`src/rtl/clock_time_sequencer_pkg.sv`:
```
//------------------------------------------------------------------------------
// Module   : clock_pkg
// Brief    : Shared mode encoding and count limits for the clock sequencer.
//            Optional macro TWENTY_FOUR_HOUR_EN selects a 0..23 hour range.
// Revision : 1.0
//------------------------------------------------------------------------------
`default_nettype none

package clock_pkg;

  typedef enum logic [1:0] {
    RUN      = 2'd0,
    SET_HOUR = 2'd1,
    SET_MIN  = 2'd2
  } mode_e;

  localparam logic [5:0] SEC_MAX  = 6'd59;
  localparam logic [5:0] MIN_MAX  = 6'd59;
  localparam logic [5:0] MIN_HALF = 6'd30;

`ifdef TWENTY_FOUR_HOUR_EN
  localparam int              HOUR_W   = 5;
  localparam logic [HOUR_W-1:0] HOUR_MAX = 5'd23;
`else
  localparam int              HOUR_W   = 4;
  localparam logic [HOUR_W-1:0] HOUR_MAX = 4'd11;
`endif

  // True when incrementing from cur lands minutes on 0 or on the half hour.
  function automatic logic halfHourEdge(input logic [5:0] cur);
    return (cur == MIN_HALF - 6'd1) || (cur == MIN_MAX);
  endfunction

endpackage

`default_nettype wire

```
`src/rtl/clock_time_sequencer_counter.sv`:
```
//------------------------------------------------------------------------------
// Module   : mod_n_counter
// Brief    : Modulo-(MAX+1) up counter with synchronous clear and carry-out.
// Revision : 1.0
//------------------------------------------------------------------------------
`default_nettype none

module mod_n_counter #(
  parameter int               WIDTH = 6,
  parameter logic [WIDTH-1:0] MAX   = '1
) (
  input  logic             clock,
  input  logic             resetN,
  input  logic             inc,
  input  logic             clear,
  output logic [WIDTH-1:0] count,
  output logic             carryOut
);

  logic [WIDTH-1:0] r_count;

  always_ff @(posedge clock or negedge resetN) begin
    if (!resetN) begin
      r_count <= '0;
    end else if (clear) begin
      r_count <= '0;
    end else if (inc) begin
      r_count <= (r_count == MAX) ? '0 : r_count + 1'b1;
    end
  end

  // Carry is independent of clear so a wrap coinciding with a clear still propagates.
  assign carryOut = inc && (r_count == MAX);
  assign count    = r_count;

endmodule

`default_nettype wire

```
`src/rtl/clock_time_sequencer.sv`:
```
//------------------------------------------------------------------------------
// Module   : clock_time_sequencer
// Brief    : Seconds/minutes/hours chain with RUN/SET mode FSM and prescaler.
//            Optional macro TWENTY_FOUR_HOUR_EN widens hours to 0..23.
// Revision : 1.0
//------------------------------------------------------------------------------
`default_nettype none

module clock_time_sequencer
  import clock_pkg::*;
#(
  parameter int TICK_DIV         = 1,
  parameter int SET_HOLD_SECONDS = 0
) (
  input  logic              clock,
  input  logic              resetN,
  input  logic              tickIn,
  input  logic              modeBtn,
  input  logic              incBtn,
  output logic [5:0]        seconds,
  output logic [5:0]        minutes,
  output logic [HOUR_W-1:0] hours,
  output logic              secondStep,
  output logic              minuteStep,
  output logic              hourStep,
  output logic              halfHourPhase,
  output logic [1:0]        mode
);

  localparam logic [1:0]  c_RUN        = RUN;
  localparam logic [1:0]  c_SET_HOUR   = SET_HOUR;
  localparam logic [1:0]  c_SET_MIN    = SET_MIN;
  localparam logic        c_HOLD       = (SET_HOLD_SECONDS != 0);
  localparam logic [15:0] c_PRESC_LAST = 16'(TICK_DIV - 1);

  logic [1:0]  r_mode;
  logic [15:0] r_presc;
  logic        r_secondStep;
  logic        r_minuteStep;
  logic        r_hourStep;
  logic        r_phase;

  logic w_inRun;
  logic w_inSet;
  logic w_hold;
  logic w_incOk;
  logic w_secAdv;
  logic w_secClr;
  logic w_secCarry;
  logic w_minInc;
  logic w_minCarry;
  logic w_hourInc;
  logic w_hourCarry;

  assign w_inRun  = (r_mode == c_RUN);
  assign w_inSet  = (r_mode == c_SET_HOUR) || (r_mode == c_SET_MIN);
  assign w_hold   = c_HOLD && w_inSet;
  assign w_incOk  = incBtn && !modeBtn;
  assign w_secAdv = tickIn && !w_hold && (r_presc == c_PRESC_LAST);
  // With hold enabled, seconds are zeroed on the RUN->SET edge and kept there.
  assign w_secClr = c_HOLD && (w_inSet || (w_inRun && modeBtn));

  assign w_minInc  = (w_inRun && w_secCarry) || ((r_mode == c_SET_MIN) && w_incOk);
  assign w_hourInc = (w_inRun && w_minCarry) || ((r_mode == c_SET_HOUR) && w_incOk);

  mod_n_counter #(.WIDTH(6), .MAX(SEC_MAX)) u_sec (
    .clock    (clock),
    .resetN   (resetN),
    .inc      (w_secAdv),
    .clear    (w_secClr),
    .count    (seconds),
    .carryOut (w_secCarry)
  );

  mod_n_counter #(.WIDTH(6), .MAX(MIN_MAX)) u_min (
    .clock    (clock),
    .resetN   (resetN),
    .inc      (w_minInc),
    .clear    (1'b0),
    .count    (minutes),
    .carryOut (w_minCarry)
  );

  mod_n_counter #(.WIDTH(HOUR_W), .MAX(HOUR_MAX)) u_hour (
    .clock    (clock),
    .resetN   (resetN),
    .inc      (w_hourInc),
    .clear    (1'b0),
    .count    (hours),
    .carryOut (w_hourCarry)
  );

  always_ff @(posedge clock or negedge resetN) begin
    if (!resetN) begin
      r_presc <= '0;
    end else if (w_hold) begin
      r_presc <= '0;
    end else if (tickIn) begin
      r_presc <= (r_presc == c_PRESC_LAST) ? 16'd0 : r_presc + 16'd1;
    end
  end

  always_ff @(posedge clock or negedge resetN) begin
    if (!resetN) begin
      r_mode <= c_RUN;
    end else begin
      case (r_mode)
        c_RUN:      if (modeBtn) r_mode <= c_SET_HOUR;
        c_SET_HOUR: if (modeBtn) r_mode <= c_SET_MIN;
        c_SET_MIN:  if (modeBtn) r_mode <= c_RUN;
        default:    r_mode <= c_RUN;
      endcase
    end
  end

  always_ff @(posedge clock or negedge resetN) begin
    if (!resetN) begin
      r_secondStep <= 1'b0;
      r_minuteStep <= 1'b0;
      r_hourStep   <= 1'b0;
      r_phase      <= 1'b0;
    end else begin
      r_secondStep <= w_secClr ? (seconds != 6'd0) : w_secAdv;
      r_minuteStep <= w_minInc;
      r_hourStep   <= w_hourInc;
      if (w_minInc && halfHourEdge(minutes)) begin
        r_phase <= ~r_phase;
      end
    end
  end

  assign secondStep    = r_secondStep;
  assign minuteStep    = r_minuteStep;
  assign hourStep      = r_hourStep;
  assign halfHourPhase = r_phase;
  assign mode          = r_mode;

endmodule

`default_nettype wire
```
`config.mk`:
```
export PLATFORM = sky130hd
export DESIGN_NAME = clock_time_sequencer
export DESIGN_NICKNAME = d
export VERILOG_FILES = /design/src/rtl/clock_time_sequencer_pkg.sv /design/src/rtl/clock_time_sequencer_counter.sv /design/src/rtl/clock_time_sequencer.sv
export SDC_FILE = /design/constraint.sdc
export NUM_CORES = 1
export LEC_CHECK = 0
export BUFFER_PORTS_ARGS = -buffer_cell sky130_fd_sc_hd__buf_2
export CAP_MARGIN = 10
export CELL_PAD_IN_SITES_DETAIL_PLACEMENT = 0
export CELL_PAD_IN_SITES_GLOBAL_PLACEMENT = 1
export CORE_UTILIZATION = 33
export CTS_BUF_LIST = sky130_fd_sc_hd__clkbuf_4 sky130_fd_sc_hd__clkbuf_8 sky130_fd_sc_hd__clkbuf_16
export DETAILED_ROUTE_END_ITERATION = 8
export PLACE_DENSITY_LB_ADDON = 0.1
export SYNTH_ARGS = -nofsm -noshare
export SYNTH_HDL_FRONTEND = slang
export SYNTH_SLANG_ARGS = --single-unit
```
`constraint.sdc`:
```
create_clock -name clock -period 2.1 [get_ports clock]
set_clock_uncertainty 0.1 [all_clocks]
set_input_delay 0.42 -clock clock [delete_from_list [all_inputs] [get_ports clock]]
set_output_delay 0.42 -clock clock [all_outputs]
set_load 0.005 [all_outputs]
```
==> flow_metrics.py <==
metrics = {
    "placed_design": {
        "post_dp_cell_area_mm2": 0.002327,
        "place_ws_ps": 21.68,
        "gp_congestion": 0.8053,
        "io_buffers": 26,
        "dp_hpwl_um": 3304,
    },
    "global_routing": {
        "antenna_found_initial": 0,
        "grtUsageTotal_pct": 15.65,
        "grt_max_degree": 39,
        "grt-ovfl-total": 0,
        "grt_pass1_vias": 1638,
        "grt_pass1_wl_um": 7514,
    },
    "worst_setup_path": {
        "critPathCapture": "u_min.count[2]",
        "end_kind": "flop",
        "crit_required_ps": 2170,
        "arrival_ps": 2080,
        "start_kind": "flop",
        "cp-startpoint": "u_sec.count[1]",
        "r2r_end": "u_min.count[2]",
        "cp_max_fo": 8,
        "worst-setup-path-type": "reg2reg",
        "rr_startpoint": "u_sec.count[1]",
        "reg2reg_depth": 5,
        "rrSetupSlack_ps": 90,
    },
    "clock_network": {
        "cts_tree": "done",
        "cts-root-buf": "clkbuf_8",
        "cts_inserted_buffers": 5,
        "htreeDepth": 2,
        "clk_latency_ps": 280,
        "clock_sinks": 38,
        "cts.clk_slew.worst_paths_ps": 70,
        "clockBufferDepth": 2,
    },
    "final_layout": {
        "multiInputGateArea_um2": 968.4,
        "nNetsFinal": 252,
        "area_delta_synth_final_pct": 26.78,
        "nFillCells": 545,
        "final_core_utilization_pct": 44.00,
        "diodes": 0,
        "drive_above_1_share_pct": 33.61,
        "register_area_um2": 950.9,
        "finish.instance_area_mm2": 0.002452,
    },
    "synthesis": {
        "postSynthCellCount": 183,
        "ys_seq_elements": 38,
        "syn_area_mm2": 0.001934,
        "synth_warnings": 0,
        "synth.avg_cell_area_um2": 10.57,
        "synthDistinctLibCells": 46,
        "syn-num-nets": 194,
        "yosysSeqAreaShare_pct": 49.16,
        "yosys.area.top_type": "dfrtp_1",
        "synth.area.top_cells": "dfrtp_1 49%, xnor2_1 5.9%, ha_1 3.9%",
        "yosys.area.top_type_share_pct": 49.16,
    },
    "routing": {
        "drt.antenna.violating_nets": 0,
        "drcViolationCount": 0,
        "vias": 1575,
        "drtIter0Drc": 73,
        "vias_per_cell": 5.032,
        "first_pass_iters": 4,
        "wire_per_inst_um": 14.03,
        "routed_wirelength_um": 4390,
    },
    "status": {
        "outcome": "complete, no violations",
    },
    "die": {
        "dieArea_mm2": 0.006172,
        "core_mm2": 0.005574,
        "ioPinCount": 27,
        "start_util_pct": 34.70,
        "die_h_um": 78.56,
        "row_count": 27,
        "die_w_um": 78.56,
    },
    "sta": {
        "setup_tns_ps": 0,
        "grt_setup_unrepaired": "yes",
        "slew_headroom_pct": 66.00,
        "fmax_mhz": 498.1,
        "slew_viol_final": 0,
        "final-hold-violation-count": 0,
        "setup_viol_count_final": 0,
        "finalCriticalPeriod_ps": 2008,
        "whs_ps": 89.79,
        "worst_pin_slew_ps": 508.2,
        "fin_crit_sh_pct": 95.60,
        "setup_slack_ps": 92.45,
    },
    "power": {
        "vdd_ir_drop_max_v": 0.0003555,
        "p_per_area_mw_per_mm2": 1076,
        "p_leak_nw": 1.124,
    },
    "job": {
        "max_cap_viol_count": 0,
    },
    "min_path": {
        "hold_class": "in2async",
    },
}
-- sequential cells by signal, summed over array words and instances, names as in the netlist --
signal / cells
minuteStep: 1
mode: 2
secondStep: 1
u_min.count: 6
halfHourPhase: 1
r_presc: 16
u_sec.count: 6
hourStep: 1
u_hour.count: 4
-- critical path: stages (launching register included) --
cell,delay (ps)
dfrtp_1,410
ha_2,220
or4b_4,480
o21ai_4,280
nand2_2,100
mux2_4,300
-- metrics by stage --
step,std cells,power (mW)
2_1_floorplan,183,1.619
3_3_place_gp,303,2.068
3_5_place_dp,303,2.113
6_report,313,2.638
4_1_cts,310,2.616
5_1_grt,313,2.854
-- final cells by class --
type	instances	area share [%]
inverter	5	0.7653
multi-input combinational	137	39.49
sequential	38	38.78
timing repair buffer	54	13.88
clock buffer	7	3.418
tap	72	3.673
-- layer usage --
| layer | global-route usage [%] | routed length, µm |
|---|---|---|
| met4 | 5.370 | 60 |
| met5 | 0 | 0 |
| met1 | 17.79 | 1939 |
| met3 | 3.721 | 158 |
| met2 | 28.35 | 2232 |
-- power by group --
group | switching (mW) | total, mW | internal (mW)
registers | 0.146 | 1.06 | 0.910
clock network | 0.240 | 0.494 | 0.255
logic | 0.539 | 1.09 | 0.549
-- cell families (layout without fill, tap and decap cells) --
kind of cell / Yosys count / after routing / synth area share [%]
xor+xnor: 15 / 15 / 6.792
simple gates: 80 / 80 / 24.32
flops: 38 / 38 / 49.16
buf+inv: 8 / 66 / 1.746
compound gates: 31 / 31 / 11.00
fa+ha+maj: 6 / 6 / 3.881
mux: 5 / 5 / 3.104
-- worst min-delay path by stage --
stage / startpoint / end / cells after the start
floorplan: resetN / halfHourPhase / 0
global placement: halfHourPhase / halfHourPhase / 1
detailed placement: halfHourPhase / halfHourPhase / 1
CTS: resetN / u_sec.count[5] / 2
global route: resetN / u_sec.count[5] / 2
finish: resetN / u_sec.count[1] / 2
-- layout by cell type (no fill, tap or decap), drive strengths merged, types with 2 or more instances in the layout --
master,netlist,routed
a21oi,5,5
and4,3,3
buf,3,54
clkbuf,0,7
dfrtp,38,38
ha,6,6
inv,5,5
mux2,5,5
nand2,20,20
nand2b,3,3
nand3,9,9
nand3b,3,3
nand4,8,8
nor2,14,14
nor3,2,2
nor3b,2,2
nor4,4,4
nor4b,3,3
o211ai,2,2
o21ai,12,12
o2bb2ai,2,2
o31ai,3,3
or4,2,2
xnor2,13,13
xor2,2,2
-- Yosys cell counts, drive strengths merged --
master,n
nand2b,3
and3b,1
and2,1
nor3b,2
nor3,2
a211oi,1
or4b,1
nand2,20
o2111ai,1
a21bo,1
ha,6
a22o,1
or3b,1
nand3,9
o211ai,2
nand4b,1
nor2,14
a21o,1
buf,3
o2bb2ai,2
xnor2,13
a21oi,5
nor4,4
a211o,1
mux2,5
nand4,8
o31ai,3
xor2,2
and4,3
dfrtp,38
and3,1
inv,5
o21ai,12
a31oi,1
or2,1
nand3b,3
nor4b,3
or4,2
-- what timing repair did --
item	CTS	global route
endpoints found under the hold margin	0	0
gates resized for setup	0	6
buffers inserted	0	3
endpoints found under the setup margin	0	11
hold buffers	0	0
No activity file was read; power rests on OpenSTA's default activity.
